$ cat config.mk
export PLATFORM = sky130hd
export DESIGN_NAME = ysyx_22040237_lsu
export DESIGN_NICKNAME = d
export VERILOG_FILES = /design/src/rtl/ysyx_22040237_lsu_pkg.sv /design/src/rtl/ysyx_22040237_lsu_align.sv /design/src/rtl/ysyx_22040237_lsu.sv
export SDC_FILE = /design/constraint.sdc
export NUM_CORES = 1
export LEC_CHECK = 0
export ABC_AREA = 1
export BUFFER_PORTS_ARGS = -buffer_cell sky130_fd_sc_hd__buf_2
export CORE_MARGIN = 1.5
export CORE_UTILIZATION = 30
export DETAILED_ROUTE_END_ITERATION = 12
export PLACE_DENSITY = 0.52
export SETUP_SLACK_MARGIN = 0.1
export SLEW_MARGIN = 30
export SYNTH_ARGS = -nofsm -noshare
export SYNTH_HDL_FRONTEND = slang
export SYNTH_HIERARCHICAL = 1
export SYNTH_SLANG_ARGS = --single-unit
$ cat constraint.sdc
create_clock -name clk -period 4.6 [get_ports clk]
set_input_delay 0.46 -clock clk [delete_from_list [all_inputs] [get_ports clk]]
set_output_delay 0.46 -clock clk [all_outputs]
set_load 0.03 [all_outputs]
$ cat src/rtl/ysyx_22040237_lsu_pkg.sv
// Shared encodings and the alignment rule for the load/store unit.
package ysyx_22040237_lsu_pkg;

  localparam logic [1:0] MEM_OP_NONE  = 2'b00;
  localparam logic [1:0] MEM_OP_LOAD  = 2'b01;
  localparam logic [1:0] MEM_OP_STORE = 2'b10;

  localparam logic [1:0] SIZE_B = 2'b00;
  localparam logic [1:0] SIZE_H = 2'b01;
  localparam logic [1:0] SIZE_W = 2'b10;
  localparam logic [1:0] SIZE_D = 2'b11;

  typedef enum logic [1:0] {
    IDLE = 2'd0,
    REQ  = 2'd1,
    WAIT = 2'd2,
    DONE = 2'd3
  } lsu_state_e;

  // An access is aligned when its byte offset is a multiple of its size.
  function automatic logic misaligned(input logic [1:0] size, input logic [2:0] off);
    case (size)
      SIZE_B:  return 1'b0;
      SIZE_H:  return off[0];
      SIZE_W:  return |off[1:0];
      default: return |off;
    endcase
  endfunction

endpackage

$ cat src/rtl/ysyx_22040237_lsu_align.sv
// Byte-lane steering: store mask/data placement, load extraction/extension,
// and the misalignment check for a given doubleword offset and access size.
module ysyx_22040237_lsu_align (
  input  logic [2:0]  addr,
  input  logic [1:0]  size,
  input  logic        sgn,
  input  logic [63:0] wdata,
  input  logic [63:0] rdata,
  output logic [7:0]  wmask,
  output logic [63:0] wdata_sh,
  output logic [63:0] ldata,
  output logic        misalign
);
  import ysyx_22040237_lsu_pkg::*;

  logic [5:0]  sh_amt;
  logic [63:0] rsh;
  logic [7:0]  base_mask;

  assign sh_amt   = {addr, 3'b000};
  assign rsh      = rdata >> sh_amt;
  assign wdata_sh = wdata << sh_amt;
  assign wmask    = base_mask << addr;
  assign misalign = misaligned(size, addr);

  // Lane mask for the access size and right-aligned, extended load value.
  always_comb begin
    base_mask = 8'h01;
    ldata     = '0;
    case (size)
      SIZE_B: begin
        base_mask = 8'h01;
        ldata     = {{56{sgn & rsh[7]}}, rsh[7:0]};
      end
      SIZE_H: begin
        base_mask = 8'h03;
        ldata     = {{48{sgn & rsh[15]}}, rsh[15:0]};
      end
      SIZE_W: begin
        base_mask = 8'h0F;
        ldata     = {{32{sgn & rsh[31]}}, rsh[31:0]};
      end
      default: begin
        base_mask = 8'hFF;
        ldata     = rsh;
      end
    endcase
  end

endmodule

$ cat src/rtl/ysyx_22040237_lsu.sv
// Load/store unit: captures one execute beat, issues at most one memory
// request, and presents a single registered writeback beat.
module ysyx_22040237_lsu (
  input  logic        clk,
  input  logic        rst_n,
  input  logic        ex_valid,
  output logic        ex_ready,
  input  logic [1:0]  ex_mem_op,
  input  logic [1:0]  ex_size,
  input  logic        ex_signed,
  input  logic [63:0] ex_result,
  input  logic [63:0] ex_wdata,
  input  logic [4:0]  ex_rd,
  output logic        mem_req_valid,
  input  logic        mem_req_ready,
  output logic        mem_req_wen,
  output logic [63:0] mem_req_addr,
  output logic [63:0] mem_req_wdata,
  output logic [7:0]  mem_req_wmask,
  input  logic        mem_rsp_valid,
  input  logic [63:0] mem_rsp_rdata,
  output logic        wb_valid,
  input  logic        wb_ready,
  output logic        wb_wen,
  output logic [4:0]  wb_rd,
  output logic [63:0] wb_data,
  output logic        wb_misalign
);
  import ysyx_22040237_lsu_pkg::*;

  lsu_state_e  state_q, state_d;

  logic [63:0] req_addr_q,  req_addr_d;
  logic [63:0] req_wdata_q, req_wdata_d;
  logic [7:0]  req_wmask_q, req_wmask_d;
  logic        req_wen_q,   req_wen_d;
  logic [2:0]  off_q,       off_d;
  logic [1:0]  size_q,      size_d;
  logic        sgn_q,       sgn_d;
  logic [4:0]  rd_q,        rd_d;
  logic        wb_wen_q,    wb_wen_d;
  logic [63:0] wb_data_q,   wb_data_d;
  logic        wb_mis_q,    wb_mis_d;

  logic        ex_ld, ex_st;
  logic [2:0]  al_addr;
  logic [1:0]  al_size;
  logic        al_sgn;
  logic [7:0]  al_wmask;
  logic [63:0] al_wdata;
  logic [63:0] al_ldata;
  logic        al_mis;

  assign ex_ld = (ex_mem_op == MEM_OP_LOAD);
  assign ex_st = (ex_mem_op == MEM_OP_STORE);

  // The aligner looks at the incoming beat while idle (for capture) and at
  // the captured beat otherwise (for load extraction), so every output stays
  // registered.
  assign al_addr = (state_q == IDLE) ? ex_result[2:0] : off_q;
  assign al_size = (state_q == IDLE) ? ex_size        : size_q;
  assign al_sgn  = (state_q == IDLE) ? ex_signed      : sgn_q;

  ysyx_22040237_lsu_align u_align (
    .addr     (al_addr),
    .size     (al_size),
    .sgn      (al_sgn),
    .wdata    (ex_wdata),
    .rdata    (mem_rsp_rdata),
    .wmask    (al_wmask),
    .wdata_sh (al_wdata),
    .ldata    (al_ldata),
    .misalign (al_mis)
  );

  // State register; reset drops any in-flight access.
  always_ff @(posedge clk or negedge rst_n) begin
    if (!rst_n) state_q <= IDLE;
    else        state_q <= state_d;
  end

  // Next-state: misaligned and non-memory beats skip straight to writeback.
  always_comb begin
    state_d = state_q;
    case (state_q)
      IDLE: if (ex_valid) state_d = ((ex_ld || ex_st) && !al_mis) ? REQ : DONE;
      REQ:  if (mem_req_ready) state_d = WAIT;
      WAIT: if (mem_rsp_valid) state_d = DONE;
      DONE: if (wb_ready) state_d = IDLE;
      default: state_d = IDLE;
    endcase
  end

  // Handshake outputs decoded from the state register.
  always_comb begin
    ex_ready      = (state_q == IDLE);
    mem_req_valid = (state_q == REQ);
    wb_valid      = (state_q == DONE);
  end

  // Capture on accept; fill writeback from the response in WAIT.
  always_comb begin
    req_addr_d  = req_addr_q;
    req_wdata_d = req_wdata_q;
    req_wmask_d = req_wmask_q;
    req_wen_d   = req_wen_q;
    off_d       = off_q;
    size_d      = size_q;
    sgn_d       = sgn_q;
    rd_d        = rd_q;
    wb_wen_d    = wb_wen_q;
    wb_data_d   = wb_data_q;
    wb_mis_d    = wb_mis_q;
    case (state_q)
      IDLE: if (ex_valid) begin
        req_addr_d  = {ex_result[63:3], 3'b000};
        req_wdata_d = al_wdata;
        req_wmask_d = al_wmask;
        req_wen_d   = ex_st;
        off_d       = ex_result[2:0];
        size_d      = ex_size;
        sgn_d       = ex_signed;
        rd_d        = ex_rd;
        wb_wen_d    = 1'b0;
        wb_data_d   = '0;
        wb_mis_d    = 1'b0;
        if (!(ex_ld || ex_st)) begin
          wb_data_d = ex_result;
          wb_wen_d  = |ex_rd;
        end else if (al_mis) begin
          wb_data_d = ex_result;
          wb_mis_d  = 1'b1;
        end
      end
      WAIT: if (mem_rsp_valid) begin
        wb_data_d = req_wen_q ? '0 : al_ldata;
        wb_wen_d  = !req_wen_q && (|rd_q);
      end
      default: ;
    endcase
  end

  // Capture and writeback registers.
  always_ff @(posedge clk or negedge rst_n) begin
    if (!rst_n) begin
      req_addr_q  <= '0;
      req_wdata_q <= '0;
      req_wmask_q <= '0;
      req_wen_q   <= 1'b0;
      off_q       <= '0;
      size_q      <= '0;
      sgn_q       <= 1'b0;
      rd_q        <= '0;
      wb_wen_q    <= 1'b0;
      wb_data_q   <= '0;
      wb_mis_q    <= 1'b0;
    end else begin
      req_addr_q  <= req_addr_d;
      req_wdata_q <= req_wdata_d;
      req_wmask_q <= req_wmask_d;
      req_wen_q   <= req_wen_d;
      off_q       <= off_d;
      size_q      <= size_d;
      sgn_q       <= sgn_d;
      rd_q        <= rd_d;
      wb_wen_q    <= wb_wen_d;
      wb_data_q   <= wb_data_d;
      wb_mis_q    <= wb_mis_d;
    end
  end

  assign mem_req_wen   = req_wen_q;
  assign mem_req_addr  = req_addr_q;
  assign mem_req_wdata = req_wdata_q;
  assign mem_req_wmask = req_wmask_q;
  assign wb_wen        = wb_wen_q;
  assign wb_rd         = rd_q;
  assign wb_data       = wb_data_q;
  assign wb_misalign   = wb_mis_q;

endmodule

==> run_results.csv, run 1 <==
group,metric,value,unit
outcome,status,"finished clean",
logic_synthesis,synth_top_cell_area_share,40.2,%
power_and_ir_drop,ir_drop,0.396,mV
logic_synthesis,yosysSeqAreaShare,40.2,%
setup_path,cp_cell_sequence,"inv_1, ha_1, inv_1, o21ai_4, inv_2, nand2_1, nand3_1, nand3_1, nand3_2, buf_4, nand4_1, nand2_1, o21ai_0, nand2_1, nand2_1",
sta,fin_tns_setup,0,ns
grt,grt_pass1_wl,84000,µm
logic_synthesis,syn_avg_cell_area,6.57,µm²
setup_path,path_common_cell,"nand2_1",
detailed_routing,drc_errors,0,
logic_synthesis,netlist_instances,2018,
logic_synthesis,syn_area,0.0133,mm²
die,coreArea,0.0434,mm²
detailed_routing,dr.pass1.iters,6,
cts,clk_latency,0.56,ns
sta,relSlewSlack,38.9,%
setup_path,required,5.09,ns
detailed_routing,via_per_inst,4.89,
detailed_routing,via_count,14500,
setup_path,cp_max_fo,33,
detailed_routing,routed_wl,56900,µm
hold_path,min_path_type,"input port to flop",
sta,fmax,245,MHz
finish,final_common_cell,"nand2_1",
cts,postCtsSetupBuffers,0,
detailed_routing,ant_nets,0,
placed_design,gp_congestion,0.927,
placed_design,place_area,0.0156,mm²
cts,clock_sinks,213,
cts,cts_tree,"built",
logic_synthesis,yosys.area.top_type,"dfrtp_1",
die,io_pins,419,
die,start_util,30.6,%
placed_design,dp_hpwl,41500,µm
finish,drive_gt1_share,21.9,%
grt,grt_pass1_vias,13900,
finish,design_area,0.0166,mm²
flow_run,drv_cap,0,
grt,grt_max_degree,141,
sta,post-route-period-util,88.9,%
sta,skew,0.00918,ns
cts,clockRootBuffer,"clkbuf_16",
setup_path,critPathLaunchType,"flop",
setup_path,critPathKind,"flop to flop",
sta,slew_violations,0,
sta,rsz0062_at_grt,"false",
cts,path_clk_slew,0.06,ns
cts,ctsHtreeMaxLevel,1,
detailed_routing,avgRoutedWirePerCell,19.2,µm
logic_synthesis,yosysWarnings,6,
cts,numCtsBuffers,28,
logic_synthesis,ys_ff_latch,213,
sta,post-route-min-period,4.09,ns
logic_synthesis,synthTopCellsByArea,"dfrtp_1 (40%), nand2_1 (30%), o21ai_0 (5.1%), nand3_1 (4.4%), o21ai_1 (2.5%)",
logic_synthesis,ys_types,35,
finish,finalNetCount,2556,
grt,antenna_found_initial,37,
power_and_ir_drop,cellLeakagePower,9.40,nW
die,die_area,0.0455,mm²
setup_path,crit_slowest_cell,"o21ai_4",
setup_path,slowest_delay,0.77,ns
grt,track_usage,24.4,%
grt,grt_overflow,0,
power_and_ir_drop,powerDensity,896,mW/mm²
placed_design,io_buffers,415,
die,rows,76,
sta,finalSetupViolations,0,
cts,clock_path_buffers,3,
finish,layout_common_cells,"nand2_1 (1075), buf_2 (414), dfrtp_1 (213)",
die,die_h,213,µm
finish,syn_to_final_growth,25.1,%
die,die_x,213,µm
sta,worst_slew_pin_slew,0.916,ns
setup_path,cp.arrival,4.58,ns
detailed_routing,drt_iter0_drc,1148,
sta,hold_viol,0,
setup_path,endpoint_kind,"flop",
[stage by stage]
| stage | std cells | setup slack, ns | hold WS (ns) | utilization (%) | power (mW) |
|---|---|---|---|---|---|
| floorplan | 2020 | 1.45 | 0.164 | - | 9.94 |
| global placement | 2895 | 0.644 | 0.456 | 35.9 | 12.6 |
| detailed placement | 2896 | 0.580 | 0.389 | 36.0 | 12.6 |
| CTS | 2948 | 0.553 | 0.0833 | 38.2 | 15.0 |
| global route | 2959 | 0.129 | 0.102 | 38.2 | 16.1 |
| finish | 2967 | 0.510 | 0.113 | 38.3 | 14.9 |
[synth_stat cells]
master,count
buf_4,30
inv_1,64
and3_1,1
and2_1,1
or2_1,2
inv_2,6
buf_6,10
nor2_1,57
and2_0,2
a21oi_2,1
clkbuf_1,32
buf_1,22
nor2_2,1
nor3_1,2
ha_1,6
nand3_2,3
nor2_4,1
a21oi_1,16
o211ai_1,18
inv_4,1
buf_8,1
nand3_1,116
dfrtp_1,213
nand2_2,4
or2_2,5
o22ai_1,9
buf_2,56
o21ai_0,134
nand2_1,1077
o21ai_4,1
conb_1,1
o21ai_1,67
nand3b_1,1
nand4_1,32
mux2i_1,25
[layer usage]
metal / global-route usage [%] / wire length (µm) / vias to the layer above
met3: 6.94 / 4890 / 100
met4: 7.29 / 1180 / 34
met5: 0 / 231 / -
met2: 40.8 / 27100 / 528
li1: - / - / 7067
met1: 30.3 / 23500 / 6784
[area by class of cell]
| type | instances | area (µm²) |
|---|---|---|
| clock inverter | 11 | 143 |
| inverter | 71 | 274 |
| fill | 4817 | 26800 |
| multi-input combinational | 1585 | 6910 |
| timing repair buffer | 443 | 2360 |
| antenna | 19 | 47.5 |
| tap | 585 | 732 |
| sequential | 213 | 5330 |
| clock buffer | 40 | 807 |
[critical path: cells and delay by family, from the launching register on]
family          cells  cell delay, ns
compound gates      2            0.87
flops               1            0.41
simple gates        8            1.24
buf+inv             4            1.22
fa+ha+maj           1            0.27
[cell families (layout without fill, tap and decap cells)]
group | Yosys count | count (layout) | synth area share (%)
fa+ha+maj | 6 | 6 | 0.566
buf+inv | 222 | 565 | 8.33
mux | 25 | 25 | 1.89
compound gates | 246 | 246 | 9.82
flops | 213 | 213 | 40.2
simple gates | 1305 | 1305 | 39.2
other cells | 1 | 22 | 0.0283
[flip-flops by register name (all words and copies together), names as in the netlist, 2 cells and up]
signal	cells
size_q	2
mem_req_addr	61
mem_req_wmask	8
mem_req_wdata	64
off_q	3
wb_rd	5
state_q	2
wb_data	64
[power breakdown]
| part | switching (mW) | leakage, nW | total (mW) | internal, mW |
|---|---|---|---|---|
| Sequential | 0.433 | 2.72 | 3.12 | 2.68 |
| Clock | 0.896 | 0.462 | 2.28 | 1.38 |
| Combinational | 6.89 | 6.21 | 9.47 | 2.58 |
| Total | 8.21 | 9.40 | 14.9 | 6.65 |
[final timing paths]
kind                       slack, ns  cells after the start                           end                         from
max                             0.51                     15       wb_data[50]$_DFFE_PN0P_       state_q[1]$_DFFE_PN0P_
min in group asynchronous       0.40                      2  mem_req_addr[55]$_DFFE_PN0P_                        rst_n
max reg2reg                     0.51                     15       wb_data[50]$_DFFE_PN0P_       state_q[1]$_DFFE_PN0P_
min                             0.11                      3          wb_rd[3]$_DFFE_PN0P_                     ex_rd[3]
min reg2reg                     0.47                      2   mem_req_addr[5]$_DFFE_PN0P_  mem_req_addr[5]$_DFFE_PN0P_
max in group asynchronous       3.31                      3       wb_data[12]$_DFFE_PN0P_                        rst_n
[timing repair]
action,CTS,global route
gates resized for setup,0,0
hold endpoints to repair,39,0
hold buffers,1,0
(Power assumes the default switching activity.)
==> run 2: changes to the inputs <==
- SYNTH_HIERARCHICAL: 1 -> default
==> run_results.csv, run 2 <==
group,metric,value,unit
sta,worst_slack,0.965,ns
detailed_routing,routed_wl,53800,µm
setup_path,crit_slowest_cell,"buf_4",
cts,postCtsSetupBuffers,0,
die,die_h,212,µm
setup_path,endpoint_kind,"flop",
logic_synthesis,syn_area,0.0131,mm²
detailed_routing,drt_iter0_drc,944,
placed_design,dp_hpwl,39900,µm
cts,cts_tree,"built",
logic_synthesis,ys_types,46,
finish,multiInputGateArea,0.00649,mm²
detailed_routing,avgRoutedWirePerCell,19.3,µm
die,start_util,30.4,%
logic_synthesis,ys.flop_type,"dfrtp_1",
logic_synthesis,synthTopCellsByArea,"dfrtp_1 (41%), nand2_1 (13%), o21ai_0 (9.8%), a21oi_1 (6.7%), nor2_1 (5.3%)",
power_and_ir_drop,p_int,6.96,mW
logic_synthesis,netlist_instances,1839,
sta,post-route-period-util,79.0,%
sta,finalSetupViolations,0,
hold_path,min_path_type,"input port to flop",
placed_design,place_ws,1.01,ns
placed_design,place_area,0.0154,mm²
detailed_routing,via_per_inst,5.02,
setup_path,cp_max_fo,65,
detailed_routing,dr.pass1.iters,5,
power_and_ir_drop,p_clk_share,14.2,%
sta,skew,0.0195,ns
sta,fin_tns_setup,0,ns
setup_path,slowest_delay,0.59,ns
sta,post-route-min-period,3.63,ns
finish,fillerInstances,4740,
cts,clockRootBuffer,"clkbuf_16",
cts,clock_sinks,213,
sta,slew_violations,0,
setup_path,critPathKind,"flop to flop",
logic_synthesis,postSynth.asyncResetShare,100,%
logic_synthesis,synth_edf_count,0,
detailed_routing,ant_nets,0,
placed_design,io_buffers,415,
sta,worst_slew_pin_slew,0.937,ns
grt,track_usage,23.4,%
die,die_area,0.0448,mm²
flow_run,drv_cap,0,
cts,ctsHtreeMaxLevel,1,
grt,grt_overflow,0,
grt,antenna_found_initial,22,
logic_synthesis,yosysSeqAreaShare,40.8,%
sta,hold_viol,0,
setup_path,cp_cell_sequence,"inv_1, ha_1, buf_4, nand2_1, o21ai_1, inv_2, nor2_8, inv_2, nand3_2, nand2_2, nand2_2, buf_4, a21oi_1, a21oi_1",
setup_path,critPathLaunchType,"flop",
power_and_ir_drop,p_sw_share,55.9,%
power_and_ir_drop,seq_power_share,20.9,%
logic_synthesis,ys_top_cells_by_count,"nand2_1 (451), o21ai_0 (256), dfrtp_1 (213)",
sta,relSlewSlack,37.5,%
finish,syn_to_final_growth,25.4,%
finish,finalNetCount,2381,
power_and_ir_drop,p_switching,8.80,mW
power_and_ir_drop,pwr-share-comb,64.9,%
grt,grt_pass1_wl,80400,µm
logic_synthesis,syn_avg_cell_area,7.10,µm²
detailed_routing,drc_errors,0,
grt,grt_pass1_vias,13300,
setup_path,required,5.07,ns
logic_synthesis,synth_top_cell_area_share,40.8,%
cts,clock_path_buffers,3,
power_and_ir_drop,ir_drop,0.411,mV
logic_synthesis,yosys.area.top_type,"dfrtp_1",
logic_synthesis,ys_ff_latch,213,
sta,rsz0062_at_grt,"false",
cts,path_clk_slew,0.06,ns
placed_design,gp_congestion,0.895,
setup_path,r2r_slack,0.97,ns
cts,numCtsBuffers,28,
finish,seqCellArea,0.00533,mm²
die,die_x,212,µm
outcome,status,"finished clean",
grt,grt_max_degree,112,
logic_synthesis,yosysMostFrequentCell,"nand2_1",
die,coreArea,0.0430,mm²
detailed_routing,via_count,14000,
finish,design_area,0.0164,mm²
die,io_pins,419,
power_and_ir_drop,powerDensity,963,mW/mm²
cts,clk_latency,0.56,ns
finish,final_common_cell,"nand2_1",
power_and_ir_drop,cellLeakagePower,8.23,nW
finish,drive_gt1_share,25.5,%
finish,layout_common_cells,"nand2_1 (450), buf_2 (414), o21ai_0 (256)",
finish,final_util,38.1,%
setup_path,cp.arrival,4.11,ns
die,rows,76,
logic_synthesis,yosysWarnings,0,
sta,fmax,275,MHz
-- run 2: timing repair --
item	4_1_cts	5_1_grt
hold buffers	0	1
gates resized for setup	0	0
hold endpoints to repair	0	30
-- run 2: stage by stage --
step | total power, mW | std cells | hold slack, ns
after global routing | 17.0 | 2784 | 0.135
final | 15.8 | 2785 | 0.113
after detailed placement | 13.5 | 2721 | 0.460
after CTS | 15.8 | 2770 | 0.0141
after floorplan | 10.7 | 1841 | 0.164
after global placement | 13.4 | 2721 | 0.460
-- run 2: final cells by class --
| type | instances | area share, % |
|---|---|---|
| flip-flops and latches | 213 | 32.6 |
| diodes | 13 | 0.199 |
| inverters | 136 | 3.14 |
| clock inverters | 11 | 0.887 |
| repair buffers | 441 | 14.3 |
| well taps | 585 | 4.47 |
| clock buffers | 38 | 4.82 |
| multi-input cells | 1348 | 39.7 |
-- run 2: cells by family after synthesis --
kind of cell / synth area share [%]
adder cells (fa/ha/maj): 0.479
multiplexers: 0.307
other: 0.0287
buffers and inverters: 9.82
AO/OA/AOI/OAI: 23.4
AND/OR/NAND/NOR: 25.1
flip-flops: 40.8
-- run 2: per-layer routing --
metal,vias to the layer above,wire length (µm),GRT usage [%],part of all wire (%)
li1,6728,-,-,-
met1,6653,23300,30.7,43
met4,16,1400,8.23,2.6
met2,487,24400,37.0,45
met3,84,4530,6.22,8.4
met5,-,109,0,0.20
-- run 2: worst paths after layout --
| check | endpoint | cells after the start | startpoint |
|---|---|---|---|
| max reg2reg | wb_data[45]$_DFFE_PN0P_ | 14 | state_q[1]$_DFFE_PN0P_ |
| max in group asynchronous | mem_req_wdata[13]$_DFFE_PN0P_ | 4 | rst_n |
| min | wb_rd[1]$_DFFE_PN0P_ | 3 | ex_rd[1] |
| min reg2reg | mem_req_addr[3]$_DFFE_PN0P_ | 2 | mem_req_addr[3]$_DFFE_PN0P_ |
| max | wb_data[45]$_DFFE_PN0P_ | 14 | state_q[1]$_DFFE_PN0P_ |
| min in group asynchronous | mem_req_addr[24]$_DFFE_PN0P_ | 2 | rst_n |
-- run 2: critical path: cells and delay by family (launching register included) --
| family | cells | cell delay, ns |
|---|---|---|
| AOI/OAI and AO/OA | 3 | 0.50 |
| adders and majority gates | 1 | 0.45 |
| buffers and inverters | 5 | 1.41 |
| DFF | 1 | 0.40 |
| and+or+nand+nor | 5 | 0.65 |
-- run 2: power groups by stage --
| stage | Sequential [mW] | Clock (mW) | Combinational (mW) |
|---|---|---|---|
| 2_1_floorplan | 4.98 | 0 | 5.67 |
| 3_3_place_gp | 3.29 | 0 | 10.1 |
| 3_5_place_dp | 3.31 | 0 | 10.2 |
| 4_1_cts | 3.30 | 2.30 | 10.2 |
| 5_1_grt | 3.40 | 2.38 | 11.2 |
| 6_report | 3.29 | 2.24 | 10.2 |
==> run 3: changes to the inputs <==
- clock period: 4.6 -> 3.6 ns (I/O delays scaled with it)
==> run_results.csv, run 3 (same netlist as run 2, synthesis figures left out) <==
group,metric,value,unit
cts,path_clk_slew,0.06,ns
detailed_routing,ant_nets,0,
hold_path,min_path_type,"input port to flop",
finish,drive_gt1_share,25.6,%
cts,clock_path_buffers,3,
cts,clk_latency,0.58,ns
cts,clock_sinks,213,
sta,post-route-period-util,86.8,%
cts,numCtsBuffers,29,
cts,cts_tree,"built",
power_and_ir_drop,powerDensity,1230,mW/mm²
die,rows,76,
cts,cts-resized-gates,0,
sta,skew,0.0225,ns
sta,rsz0062_at_grt,"false",
finish,syn_to_final_growth,26.3,%
sta,whs,0.0299,ns
finish,final_common_cell,"nand2_1",
power_and_ir_drop,power,20.4,mW
die,die_area,0.0448,mm²
setup_path,r2r-start,"state_q[1]$_DFFE_PN0P_",
power_and_ir_drop,cellLeakagePower,8.31,nW
setup_path,startpoint,"state_q[1]$_DFFE_PN0P_",
setup_path,path_common_cell,"nand2_1",
sta,finalSetupViolations,0,
grt,grt_pass1_vias,13400,
sta,hold_viol,0,
die,start_util,30.4,%
grt,antenna_found_initial,14,
placed_design,gp_congestion,0.913,
grt,grt_max_degree,204,
die,coreArea,0.0430,mm²
grt,grt_pass1_wl,82200,µm
setup_path,cp_max_fo,50,
die,die_x,212,µm
die,io_pins,419,
detailed_routing,avgRoutedWirePerCell,19.7,µm
placed_design,dp_cells,2728,
finish,design_area,0.0165,mm²
setup_path,endpoint_kind,"flop",
cts,clockRootBuffer,"clkbuf_16",
setup_path,path_buf_inv,3,
placed_design,io_buffers,415,
finish,finalNetCount,2393,
grt,grt_overflow,0,
setup_path,slowest_delay,0.52,ns
sta,relSlewSlack,39.5,%
setup_path,cp.arrival,3.63,ns
sta,slew_violations,0,
setup_path,critPathKind,"flop to flop",
detailed_routing,routed_wl,55000,µm
detailed_routing,via_per_inst,5.01,
sta,post-route-min-period,3.13,ns
placed_design,place_area,0.0155,mm²
setup_path,crit_slowest_cell,"ha_1",
setup_path,critPathTopFamily,"buffers and inverters",
hold_path,min-delay-start,"ex_size[0]",
flow_run,drv_cap,0,
die,die_h,212,µm
setup_path,critPathLaunchType,"flop",
outcome,status,"finished clean",
cts,ctsHtreeMaxLevel,1,
sta,fmax,320,MHz
sta,worst_slew_pin_slew,0.906,ns
detailed_routing,via_count,14000,
detailed_routing,dr.pass1.iters,7,
finish,layout.cells.non_filler,2790,
setup_path,cp_cell_sequence,"inv_1, ha_1, buf_4, nand2_4, nand2_4, buf_4, nand2_1, o21ai_2, nand2_1, nand3_1, nand2_1, o21ai_1, nand2_1, a21oi_1",
detailed_routing,drc_errors,0,
sta,fin_tns_setup,0,ns
grt,track_usage,24.0,%
power_and_ir_drop,ir_drop,0.602,mV
detailed_routing,drt_iter0_drc,1040,
placed_design,dp_hpwl,40700,µm
setup_path,required,4.10,ns
finish,layout_common_cells,"nand2_1 (450), buf_2 (414), o21ai_0 (256)",
-- run 3: timing repair --
item / CTS / global route
setup buffers: 0 / 0
hold endpoints to repair: 92 / 0
setup endpoints to repair: 0 / 0
hold buffers: 6 / 0
-- run 3: final timing paths --
check / endpoint / depth (start not counted) / slack, ns
setup / recovery: wb_data[9]$_DFFE_PN0P_ / 14 / 0.47
hold / removal: size_q[0]$_DFFE_PN0P_ / 3 / 0.03
setup reg to reg: wb_data[9]$_DFFE_PN0P_ / 14 / 0.47
hold reg to reg: mem_req_addr[3]$_DFFE_PN0P_ / 2 / 0.47
max in group asynchronous: wb_data[12]$_DFFE_PN0P_ / 3 / 2.13
min in group asynchronous: mem_req_addr[32]$_DFFE_PN0P_ / 2 / 0.38
-- run 3: where the power goes --
part,switching (mW),internal (mW)
registers,0.663,3.59
logic,9.50,3.68
clock network,1.15,1.78
total,11.3,9.05
-- run 3: metal layers --
metal	share of wire (%)	vias up	GRT usage [%]	routed length, µm
li1	-	6742	-	-
met1	45	6728	33.1	24900
met2	46	442	38.2	25400
met3	6.9	61	5.37	3790
met4	1.4	14	5.12	778
met5	0.17	-	0	95
-- run 3: layout make-up --
type | count | area (µm²)
fillers | 4747 | 26500
multi-input cells | 1348 | 6490
flip-flops and latches | 213 | 5330
repair buffers | 452 | 2450
clock buffers | 40 | 817
well taps | 585 | 732
inverters | 136 | 513
clock inverters | 9 | 126
diodes | 7 | 17.5
-- run 3: stage by stage --
stage	setup slack (ns)	util, %
after global routing	0.174	38.3
after global placement	0.511	36.0
after floorplan	1.24	-
after CTS	0.475	38.3
after detailed placement	0.497	36.0
final	0.474	38.4
-- run 3: worst min-delay path, delay by kind of cell --
family | cells | cell delay (ns)
AOI/OAI and AO/OA | 1 | 0.06
and+or+nand+nor | 1 | 0.05
buffers and inverters | 1 | 0.10
